`config.mk`:
```
export PLATFORM = sky130hd
export DESIGN_NAME = wrr_burst_arbiter_flat
export DESIGN_NICKNAME = d
export VERILOG_FILES = /design/src/rtl/wrr_burst_arbiter_if.sv /design/src/rtl/wrr_burst_arbiter.sv /design/src/flat_wrapper.sv
export SDC_FILE = /design/constraint.sdc
export NUM_CORES = 1
export LEC_CHECK = 0
export CORE_ASPECT_RATIO = 1.1
export CORE_UTILIZATION = 45
export CTS_BUF_LIST = sky130_fd_sc_hd__clkbuf_4 sky130_fd_sc_hd__clkbuf_8 sky130_fd_sc_hd__clkbuf_16
export DETAILED_ROUTE_END_ITERATION = 10
export GPL_TIMING_DRIVEN = 0
export HOLD_SLACK_MARGIN = 0.12
export PLACE_DENSITY = 0.76
export SLEW_MARGIN = 20
export SYNTH_ARGS = -nofsm -noshare
export SYNTH_HDL_FRONTEND = slang
export SYNTH_SLANG_ARGS = --single-unit
export TNS_END_PERCENT = 30
```
`constraint.sdc`:
```
create_clock -name clk -period 4.9 [get_ports clk]
set_input_delay 0.735 -clock clk [delete_from_list [all_inputs] [get_ports clk]]
set_output_delay 0.735 -clock clk [all_outputs]
set_load 0.005 [all_outputs]
```
`src/rtl/wrr_burst_arbiter_if.sv`:
```
`default_nettype none
// ============================================================================
//  Module      : wrr_burst_arbiter_if
//  Description : Request/grant bundle between N channel masters and the
//                weighted round-robin burst arbiter.
//                  req     N      per-master request (level, held to end)
//                  weight  N*WW   per-master transaction budget per tenure
//                  last    1      final beat of the granted transaction
//                  gnt     N      registered one-hot grant (0 when idle)
//                  gnt_id  log2N  index of the granted master
//                  busy    1      |gnt
//                master modport : requester side (drives req/weight/last)
//                slave  modport : arbiter side (drives gnt/gnt_id/busy)
//  Revision    : 1.0  initial release
// ============================================================================
interface wrr_burst_arbiter_if #(
    parameter int N  = 4,
    parameter int WW = 3
);
    localparam int IDW = (N > 1) ? $clog2(N) : 1;

    logic [N-1:0]    req;
    logic [N*WW-1:0] weight;
    logic            last;
    logic [N-1:0]    gnt;
    logic [IDW-1:0]  gnt_id;
    logic            busy;

    modport master (
        output req,
        output weight,
        output last,
        input  gnt,
        input  gnt_id,
        input  busy
    );

    modport slave (
        input  req,
        input  weight,
        input  last,
        output gnt,
        output gnt_id,
        output busy
    );
endinterface
`default_nettype wire

```
`src/rtl/wrr_burst_arbiter.sv`:
```
`default_nettype none
// ============================================================================
//  Module      : wrr_burst_arbiter
//  Description : Weighted round-robin arbiter for N masters sharing one
//                transaction channel. The grant is registered, one-hot and
//                held for a whole multi-beat transaction until 'last'. Each
//                master may run up to W(i) back-to-back transactions before
//                the grant rotates; handover between owners has no bubble.
//  Ports       : clk    - clock, all state updates on posedge
//                rst_n  - asynchronous active-low reset
//                bus    - slave modport of wrr_burst_arbiter_if
//                         (req, weight, last in; gnt, gnt_id, busy out)
//  Revision    : 1.0  initial release
// ============================================================================
module wrr_burst_arbiter #(
    parameter int N  = 4,
    parameter int WW = 3
) (
    input  wire logic              clk,
    input  wire logic              rst_n,
    wrr_burst_arbiter_if.slave     bus
);
    localparam int IDW = (N > 1) ? $clog2(N) : 1;

    localparam logic [0:0] c_IDLE  = 1'b0;
    localparam logic [0:0] c_GRANT = 1'b1;

    logic [0:0]     r_state;
    logic [N-1:0]   r_gnt;
    logic [IDW-1:0] r_gnt_id;
    logic [IDW-1:0] r_ptr;
    logic [WW-1:0]  r_credit;

    logic           w_found;
    logic [IDW-1:0] w_win;
    logic [WW-1:0]  w_wt;
    logic [WW-1:0]  w_credit_load;
    logic           w_own_req;
    logic           w_end;

    // Index reached k steps after base, wrapping modulo N.
    function automatic logic [IDW-1:0] f_wrap(input logic [IDW-1:0] base, input int k);
        return IDW'((int'(base) + k) % N);
    endfunction

    // Rotating search: ptr+1 first, ptr itself last. While a grant is held
    // ptr equals the owner, so the same search serves both idle pick and
    // end-of-tenure rotation.
    always_comb begin
        w_found = 1'b0;
        w_win   = '0;
        for (int k = 1; k <= N; k++) begin
            if (!w_found && bus.req[f_wrap(r_ptr, k)]) begin
                w_found = 1'b1;
                w_win   = f_wrap(r_ptr, k);
            end
        end
    end

    // Winner's weight; a zero field loads as 1 so credit never starts at 0.
    always_comb begin
        w_wt = '0;
        for (int i = 0; i < N; i++) begin
            if (w_win == IDW'(i)) begin
                w_wt = bus.weight[i*WW +: WW];
            end
        end
        w_credit_load = (w_wt == '0) ? WW'(1) : w_wt;
    end

    // Owner's own request, selected through the one-hot grant.
    always_comb begin
        w_own_req = 1'b0;
        for (int i = 0; i < N; i++) begin
            if (r_gnt[i]) begin
                w_own_req = bus.req[i];
            end
        end
    end

    // Tenure ends on the last allowed transaction or when the owner drops
    // its request (abort), whichever comes first.
    assign w_end = !w_own_req || (bus.last && (r_credit <= WW'(1)));

    always_ff @(posedge clk or negedge rst_n) begin
        if (!rst_n) begin
            r_state  <= c_IDLE;
            r_gnt    <= '0;
            r_gnt_id <= '0;
            r_ptr    <= IDW'(N - 1);
            r_credit <= '0;
        end else begin
            case (r_state)
                c_IDLE: begin
                    if (w_found) begin
                        r_state  <= c_GRANT;
                        r_gnt    <= N'(1) << w_win;
                        r_gnt_id <= w_win;
                        r_ptr    <= w_win;
                        r_credit <= w_credit_load;
                    end
                end
                c_GRANT: begin
                    if (w_end) begin
                        if (w_found) begin
                            r_gnt    <= N'(1) << w_win;
                            r_gnt_id <= w_win;
                            r_ptr    <= w_win;
                            r_credit <= w_credit_load;
                        end else begin
                            r_state  <= c_IDLE;
                            r_gnt    <= '0;
                            r_gnt_id <= '0;
                            r_credit <= '0;
                        end
                    end else if (bus.last) begin
                        r_credit <= r_credit - WW'(1);
                    end
                end
                default: begin
                    r_state <= c_IDLE;
                    r_gnt   <= '0;
                end
            endcase
        end
    end

    assign bus.gnt    = r_gnt;
    assign bus.gnt_id = r_gnt_id;
    assign bus.busy   = |r_gnt;
endmodule
`default_nettype wire

```
`src/flat_wrapper.sv`:
```
// flat-port wrapper written by rule: the top's interface ports become plain ports
module wrr_burst_arbiter_flat 
#(
    parameter int N  = 4,
    parameter int WW = 3
)
  (clk, rst_n, bus_req, bus_weight, bus_last, bus_gnt, bus_gnt_id, bus_busy);
  wrr_burst_arbiter_if #(.N(N), .WW(WW)) bus_i ();
  input  wire logic clk;
  input  wire logic rst_n;
  input wire logic [$bits(bus_i.req)-1:0] bus_req;
  input wire logic [$bits(bus_i.weight)-1:0] bus_weight;
  input wire logic [$bits(bus_i.last)-1:0] bus_last;
  output wire logic [$bits(bus_i.gnt)-1:0] bus_gnt;
  output wire logic [$bits(bus_i.gnt_id)-1:0] bus_gnt_id;
  output wire logic [$bits(bus_i.busy)-1:0] bus_busy;
  assign bus_i.req = bus_req;
  assign bus_i.weight = bus_weight;
  assign bus_i.last = bus_last;
  assign bus_gnt = bus_i.gnt;
  assign bus_gnt_id = bus_i.gnt_id;
  assign bus_busy = bus_i.busy;
  wrr_burst_arbiter #(.N(N), .WW(WW)) u_core (.clk(clk), .rst_n(rst_n), .bus(bus_i));
endmodule
```
# == After elaboration in Yosys (flattened, before gate mapping) ==
# Cells that the tools add are included.
# word_totals
regBits,12
input_bits,19
out_inout_bits,7
word_cells,81
# classes
add_sub_neg,5
n_lt_le_gt_ge,5
n_eq_ne,6
shift,1
muxes,44
n_bitwise,1
n_reduce_logical,14
# ops
cell,count
3-bit two-way mux,9
2-bit two-way mux,9
1-bit two-way mux,14
2-bit by 3-bit less-than comparator with 1-bit output (second input constant),4
4-bit two-way mux,3
1-bit binary-select mux with 2-bit select,4
2-bit case mux with 2 select lines,2
4-bit case mux with 2 select lines,1
3-bit case mux with 2 select lines,1
2-bit by 1-bit adder with 2-bit output (second input constant),2
2-bit adder (second input constant),2
2-bit equality test (second input constant),2
1-bit logical AND,4
1-bit logical NOT,4
2-bit AND reduction,2
4-bit OR reduction,1
1-bit by 2-bit left shift with 4-bit output (first input constant),1
3-bit by 1-bit less-or-equal comparator with 1-bit output (second input constant),1
3-bit logical NOT,1
3-bit != test (second input constant),1
3-bit by 1-bit subtractor with 3-bit output (second input constant),1
2-bit by 1-bit equality test with 1-bit output (second input constant),1
2-bit logical NOT,1
2-bit by 1-bit != test with 1-bit output (second input constant),1
other kinds (4),4

# == Depth between registers and ports, before layout ==
# Gate-level depths: netlist of run 1.
# logic_depth
depth_word,23
ltp_mapped,7
depth_no_buf,7

# == Worst setup path before layout of run 1 ==
# Ideal clock, no wire load.
# synth_timing
path_kind,in2reg
start,input port bus_req[1]
end,register u_core.r_credit[2]
setup_time_ns,0.126
t_arrival_ns,2.038
required_ns,4.774
path_slack_ns,2.736
path_stages,6
cell_sequence,or4_1 clkbuf_2 mux2i_1 o21ai_1 nor4bb_1 a221o_1
# synth_via
elab_chain_cells,22
# synth_lines
item,line_no,rtl
"start, declared",flat_wrapper.sv:11,input wire logic [$bits(bus_i.req)-1:0] bus_req;
1-bit binary-select mux with 2-bit select,wrr_burst_arbiter.sv:53,"if (!w_found && bus.req[f_wrap(r_ptr, k)]) begin"
1-bit two-way mux (not written as such),wrr_burst_arbiter.sv:53,
1-bit two-way mux,wrr_burst_arbiter.sv:53,
1-bit logical NOT,wrr_burst_arbiter.sv:53,
1-bit logical AND,wrr_burst_arbiter.sv:53,
1-bit two-way mux,wrr_burst_arbiter.sv:53,
1-bit logical NOT,wrr_burst_arbiter.sv:53,
1-bit logical AND,wrr_burst_arbiter.sv:53,
(+3 left out),--,
2-bit two-way mux,wrr_burst_arbiter.sv:53,
2-bit logical NOT,wrr_burst_arbiter.sv:64,if (w_win == IDW'(i)) begin
3-bit two-way mux (4 in a row),wrr_burst_arbiter.sv:64,
3-bit logical NOT,wrr_burst_arbiter.sv:68,w_credit_load = (w_wt == '0) ? WW'(1) : w_wt;
3-bit two-way mux,wrr_burst_arbiter.sv:68,
3-bit two-way mux,wrr_burst_arbiter.sv:105,if (w_found) begin
3-bit two-way mux,wrr_burst_arbiter.sv:104,if (w_end) begin
3-bit case mux with 2 select lines,wrr_burst_arbiter.sv:93,case (r_state)
"end signal, assigned",wrr_burst_arbiter.sv:100,r_credit <= w_credit_load;
"end signal, assigned",wrr_burst_arbiter.sv:109,r_credit <= w_credit_load;
"end signal, assigned",wrr_burst_arbiter.sv:117,r_credit <= r_credit - WW'(1);
"end, declared",wrr_burst_arbiter.sv:32,logic [WW-1:0] r_credit;
# Several ways; a longest one is shown, not always the timed one. The select of a mux whose other input is x is not followed.
# A chain may end at the register's enable or synchronous reset.

# == Worst setup path in the final report of run 1 ==
# Ends and elaborated chain as after synthesis.

==> results_dict.tcl, run 1 <==
set metrics [dict create \
    outcome "finished clean" \
    hold_buffers 0 \
    wl_per_cell_um 14.6 \
    areaGrowthSynthToFinish_pct 37.2 \
    cts_resized 0 \
    synth-seq-area-share 0.373 \
    setup_viol 0 \
    first_pass_iters 4 \
    core_um2 1630 \
    drtIter0Drc 6 \
    cp.arrival_ns 2.77 \
    p_leak_nw 0.500 \
    maxCapViolCount 0 \
    clock_latency_ns 0.28 \
    worst_pin_slew_ns 0.688 \
    antenna_found_initial 0 \
    required_ns 5.04 \
    clock_skew_ns 0.0123 \
    rsz0062_at_grt "false" \
    start_util 0.497 \
    netlist_area_um2 811 \
    cts_buffers 3 \
    fin_crit_sh 0.536 \
    dieArea_um2 1980 \
    p_per_area_nw_per_um2 554 \
    cts.sinks 12 \
    die_h_um 46.5 \
    synth_most_common_cell "nand2_1" \
    drive_above_1_share 0.116 \
    yosysWarnings 0 \
    hold_depth 1 \
    vias 800 \
    finalHoldViolations 0 \
    insertedDiodeCount 0 \
    port_buffers 25 \
    ff2ff_path_depth 6 \
    synth_cell_type_count 36 \
    path_max_fanout 8 \
    hold_ws_ns 0.491 \
    synth_common_cells "nand2_1 (13), a21oi_1 (10), dfrtp_1 (10)" \
    max_freq_ghz 0.381 \
    hold_class "reg2reg" \
    period_needed_ns 2.63 \
    cp.buffers_inverters 1 \
    netlist.area_leader.share 0.309 \
    setup_tns_ns 0 \
    crit_family "compound AO/OA/AOI/OAI gates" \
    syn_area_per_cell_um2 8.81 \
    grt_pass1_wl_um 3220 \
    synth_edf_count 0 \
    synth_ff_type "dfrtp_1" \
    crit_chain "clkdlybuf4s50_1 > a21oi_1 > a221oi_2 > o211ai_1 > a21boi_0 > o21ba_2 > a221o_1" \
    grt.overflow.total 0 \
    layout.nets 143 \
    fin_util 0.681 \
    io_pins 26 \
    cts_max_path_buffers 2 \
    worstSetupPathDepth 7 \
    antenna_left 0 \
    ir_drop_mv 0.335 \
    synth_nets 113 \
    crit_slowest_cell "clkdlybuf4s50_1" \
    routed_wl_um 2010 \
    synth_top_cell_by_area "dfrtp_1" \
    cts_tree "built" \
    clkTransAtPathRegs_ns 0.06 \
    dp_hpwl_um 1570 \
    gp_congestion 0.736 \
    relSlewSlack 0.537 \
    crit_path_start_kind "input port" \
    row_count 15 \
    stdcell_count 138 \
    ys_async_sr_fraction 1.00 \
    yosys-top-cells-area "dfrtp_1 (31%), dfstp_2 (6.5%), a21oi_1 (6.2%)" \
    grt_pass1_vias 753 \
    grt_usage 0.226 \
    cts_htree_levels 1 \
    post_cts_buffers 0 \
    dieWidth_um 42.5 \
    via_per_inst 5.80 \
    end_kind "flop" \
    cp_slowest_stage_delay_ns 0.54 \
    synthCells 92 \
    report.final.slew_viol_count 0 \
    grt_max_degree 13 \
    root_buffer "clkbuf_4" \
    dp.cells 134 \
    drc 0 \
    ys_ff_latch 12 \
    worstSetupPathType "in2reg" \
]
## final timing paths
path | from | endpoint | slack (ns)
min reg2reg | u_core.bus.gnt_id[0] | u_core.bus.gnt_id[0] | 0.49
min in group asynchronous | rst_n | u_core.r_credit[0] | 0.80
max in group asynchronous | rst_n | u_core.r_ptr[1] | 3.72
max | bus_req[1] | u_core.r_credit[2] | 2.27
max reg2reg | u_core.r_ptr[1] | u_core.r_credit[0] | 2.73
min | u_core.bus.gnt_id[0] | u_core.bus.gnt_id[0] | 0.49
## placed cells by master, fill, tap and decap left out
| master | netlist | final |
|---|---|---|
| nor2b_1 | 1 | 1 |
| o21a_2 | 1 | 1 |
| nor2_1 | 7 | 7 |
| o21a_1 | 1 | 1 |
| a21o_2 | 2 | 2 |
| inv_1 | 4 | 4 |
| a22o_2 | 1 | 1 |
| mux2i_1 | 2 | 2 |
| and2_1 | 2 | 2 |
| or4_1 | 3 | 3 |
| a21oi_1 | 10 | 10 |
| dfstp_2 | 2 | 2 |
| and2b_1 | 1 | 1 |
| o21ai_1 | 1 | 1 |
| nand2b_1 | 2 | 2 |
| a221oi_2 | 1 | 1 |
| a21o_1 | 3 | 3 |
| a31o_1 | 1 | 1 |
| a31oi_1 | 1 | 1 |
| a32o_1 | 1 | 1 |
| dfrtp_1 | 10 | 10 |
| buf_6 | 1 | 1 |
| or2b_1 | 1 | 1 |
| o21ba_2 | 1 | 1 |
| nor4bb_1 | 1 | 1 |
| a2bb2oi_1 | 1 | 1 |
| o21ai_0 | 5 | 5 |
| clkbuf_4 | 0 | 4 |
| ha_1 | 2 | 2 |
| nand2_1 | 13 | 13 |
| a21boi_0 | 1 | 1 |
| clkdlybuf4s50_1 | 0 | 25 |
| a22o_1 | 2 | 2 |
| o21bai_1 | 1 | 1 |
| a221o_1 | 1 | 1 |
| clkbuf_2 | 1 | 1 |
| o211ai_1 | 2 | 2 |
| nand3b_1 | 2 | 2 |
## cell type report
cell class,instances,area (um^2)
inverters,4,15.0
clock buffers,4,30.0
multi-input cells,74,477
repair buffers,25,250
flip-flops and latches,12,303
well taps,17,21.3
plain buffers,2,16.3
fillers,153,520
## kinds of logic (layout without fill, tap and decap cells)
family          after synthesis  after routing  synth area share
compound gates               37             37             0.324
simple gates                 33             33             0.208
flops                        12             12             0.373
buf+inv                       6             35            0.0386
fa+ha+maj                     2              2            0.0309
mux                           2              2            0.0247
## metrics by stage
step | area, um^2 | setup WS, ns | power, mW
CTS | 1110 | 2.29 | 0.619
finish | 1110 | 2.27 | 0.616
floorplan | 811 | 2.74 | 0.417
detailed placement | 1080 | 2.01 | 0.547
global route | 1110 | 2.10 | 0.670
global placement | 1080 | 2.04 | 0.535
## per-layer routing
layer	vias to the layer above	GRT usage	routed length [um]	part of all wire
met5	-	0	0	0
met4	0	0.113	21	0.010
met3	4	0.0314	108	0.054
met2	23	0.409	960	0.48
met1	375	0.266	922	0.46
li1	398	-	-	-
## sequential cells by signal, summed over array words and instances, names as in the netlist
register and count:
u_core.bus.gnt 4, u_core.bus.gnt_id 2, u_core.r_credit 3, u_core.r_ptr 2, u_core.r_state 1
## power by group
group	internal [mW]	switching, mW	total [mW]	leakage, nW
Combinational	0.187	0.164	0.351	0.339
Clock	0.0371	0.0323	0.0693	0.0184
Sequential	0.150	0.0460	0.196	0.142
Total	0.373	0.242	0.616	0.500
Note: power is estimated with default switching activity, not from simulation.
==> run 2, diff against run 1 <==
==> constraint.sdc (replaced) <==
create_clock -name clk -period 2.76 [get_ports clk]
set_input_delay 0.414 -clock clk [delete_from_list [all_inputs] [get_ports clk]]
set_output_delay 0.414 -clock clk [all_outputs]
set_load 0.005 [all_outputs]
==> results of run 2 <==
The final DEF is identical to that of run 1. Status: finished clean.
Among the figures that moved: setup slack after placement 2.01 ns -> 0.188 ns; clock-pin slew on the worst setup and hold paths 0.06 ns -> 0.08 ns; setup slack after layout 2.27 ns -> 0.453 ns; hold slack 0.491 ns -> 0.478 ns; register-to-register setup slack 2.73 ns -> 0.59 ns; total power 0.616 mW -> 1.09 mW; worst IR drop on VDD 0.335 mV -> 0.596 mV
==> run 3, diff against run 2 <==
--- a/config.mk
+++ b/config.mk
@@ -6,12 +6,12 @@
 export NUM_CORES = 1
 export LEC_CHECK = 0
 export CORE_ASPECT_RATIO = 1.1
-export CORE_UTILIZATION = 45
+export CORE_UTILIZATION = 40
 export CTS_BUF_LIST = sky130_fd_sc_hd__clkbuf_4 sky130_fd_sc_hd__clkbuf_8 sky130_fd_sc_hd__clkbuf_16
 export DETAILED_ROUTE_END_ITERATION = 10
 export GPL_TIMING_DRIVEN = 0
 export HOLD_SLACK_MARGIN = 0.12
-export PLACE_DENSITY = 0.76
+export PLACE_DENSITY = 0.72
 export SLEW_MARGIN = 20
 export SYNTH_ARGS = -nofsm -noshare
 export SYNTH_HDL_FRONTEND = slang
==> constraint.sdc (replaced) <==
create_clock -name clk -period 2 [get_ports clk]
set_input_delay 0.3 -clock clk [delete_from_list [all_inputs] [get_ports clk]]
set_output_delay 0.3 -clock clk [all_outputs]
set_load 0.005 [all_outputs]
==> results_dict.tcl, run 3 (synthesis gave the netlist of run 1 again) <==
set metrics [dict create \
    first_pass_iters 4 \
    grt_pass1_vias 790 \
    clkTransAtPathRegs_ns 0.08 \
    highest_layer "met4" \
    start_util 0.440 \
    drive_above_1_share 0.234 \
    combPwrFrac 0.606 \
    grt_usage 0.203 \
    cts_max_path_buffers 2 \
    ir_drop_mv 0.784 \
    end_kind "flop" \
    root_buffer "clkbuf_4" \
    worstSetupPathType "reg2reg" \
    cp.arrival_ns 2.21 \
    dieArea_um2 2210 \
    path_max_fanout 7 \
    hold_class "in2async" \
    clock_skew_ns 0.00679 \
    vias 830 \
    antenna_found_initial 0 \
    crit_slowest_cell "dfstp_2" \
    rrSetupSlack_ns -0.03 \
    row_count 16 \
    grt.overflow.total 0 \
    pwr-share-clk 0.111 \
    via_per_inst 5.35 \
    wl_met1_um 1060 \
    rr_endpoint "u_core.r_credit[0]" \
    placed_area_um2 1090 \
    finalHoldViolations 0 \
    grt_pass1_wl_um 3460 \
    dieWidth_um 44.9 \
    cts_tree "built" \
    final_common_cell "clkdlybuf4s50_1" \
    setup_viol 1 \
    layout.nets 150 \
    stdcell_area_um2 1240 \
    layout_common_cells "clkdlybuf4s50_1 (20), nand2_1 (13), dfrtp_1 (10)" \
    r2r-start "u_core.r_ptr[1]" \
    drc 0 \
    grt_max_degree 13 \
    cts_htree_levels 1 \
    dp_hpwl_um 1480 \
    max_freq_ghz 0.492 \
    cp.buffers_inverters 1 \
    cts.sinks 12 \
    p_seq_frac 0.283 \
    internal-power_mw 1.04 \
    swShare 0.387 \
    relSlewSlack 0.659 \
    port_buffers 25 \
    p_per_area_nw_per_um2 1370 \
    largest_reg_flops 4 \
    drtIter0Drc 19 \
    route.met2.wl_um 1040 \
    routed_wl_um 2210 \
    rsz0062_at_grt "true" \
    fin_crit_sh 1.02 \
    period_needed_ns 2.03 \
    ff2ff_path_depth 7 \
    clock_latency_ns 0.27 \
    p_sw_uw 660 \
    report.final.slew_viol_count 0 \
    die_h_um 49.2 \
    hold_buffers 0 \
    route.met3.wl_um 107 \
    required_ns 2.18 \
    crit_chain "mux2i_2 > a2bb2oi_2 > buf_4 > o21ai_2 > a21oi_1 > or4_1 > o211ai_1" \
    violations "setup timing" \
    wl_per_cell_um 14.3 \
    worst_pin_slew_ns 0.510 \
    gp_congestion 0.754 \
    p_leak_nw 0.569 \
    crit_family "flip-flops" \
    insertedDiodeCount 0 \
    antenna_left 0 \
    io_pins 26 \
    fin_util 0.674 \
    setup_slack_ns -0.0330 \
    cts_buffers 3 \
    outcome "finished with violations" \
    areaGrowthSynthToFinish_pct 53.1 \
    maxCapViolCount 0 \
    core_um2 1840 \
    crit_path_start_kind "flop" \
    cp_slowest_stage_delay_ns 0.61 \
]
run 3: timing repair:
item                       in CTS  in global routing
pin swaps                       1                  5
setup endpoints to repair       8                  6
gates resized for setup         7                 11
setup buffers                   3                  4
run 3: power by group through the flow:
| stage | combinational, mW | sequential (mW) | clock [mW] |
|---|---|---|---|
| after floorplan | 0.566 | 0.456 | 0 |
| after global placement | 0.840 | 0.468 | 0 |
| after detailed placement | 0.855 | 0.474 | 0 |
| after CTS | 0.931 | 0.471 | 0.190 |
| after global routing | 1.14 | 0.498 | 0.207 |
| final | 1.03 | 0.483 | 0.189 |
run 3: how the worst max path moves through the flow:
stage / from / end / slack [ns] / cells after the start
after global placement: bus_req[1] / u_core.r_credit[2] / -0.44 / 7
after global routing: u_core.r_ptr[1] / u_core.r_credit[0] / -0.14 / 7
after CTS: u_core.r_ptr[1] / u_core.r_credit[0] / -0.06 / 6
final: u_core.r_ptr[1] / u_core.r_credit[0] / -0.03 / 7
after floorplan: u_core.r_ptr[1] / u_core.r_credit[0] / 0.10 / 6
after detailed placement: bus_req[1] / u_core.r_credit[2] / -0.45 / 7
run 3: layer usage:
metal	vias to the layer above	GRT usage
met2	27	0.316
met3	2	0.0185
met5	-	0
met1	392	0.294
li1	409	-
met4	0	0.0606
run 3: layout make-up:
class	instances	area [um^2]
clock buffers	4	36.3
plain buffers	2	16.3
multi-input cells	74	529
inverters	4	15.0
well taps	27	33.8
flip-flops and latches	12	303
repair buffers	32	308
fillers	162	601
run 3: metrics by stage:
step | hold WS, ns | setup WS [ns] | TNS, ns | total power [mW] | cells
after global placement | 0.464 | -0.440 | -3.49 | 1.31 | 144
after CTS | 0.377 | -0.0620 | -0.0620 | 1.59 | 151
after global routing | 0.403 | -0.138 | -0.170 | 1.84 | 155
after floorplan | 0.00441 | 0.103 | 0 | 1.02 | 92
final | 0.365 | -0.0330 | -0.0330 | 1.71 | 155
after detailed placement | 0.471 | -0.450 | -3.58 | 1.33 | 144
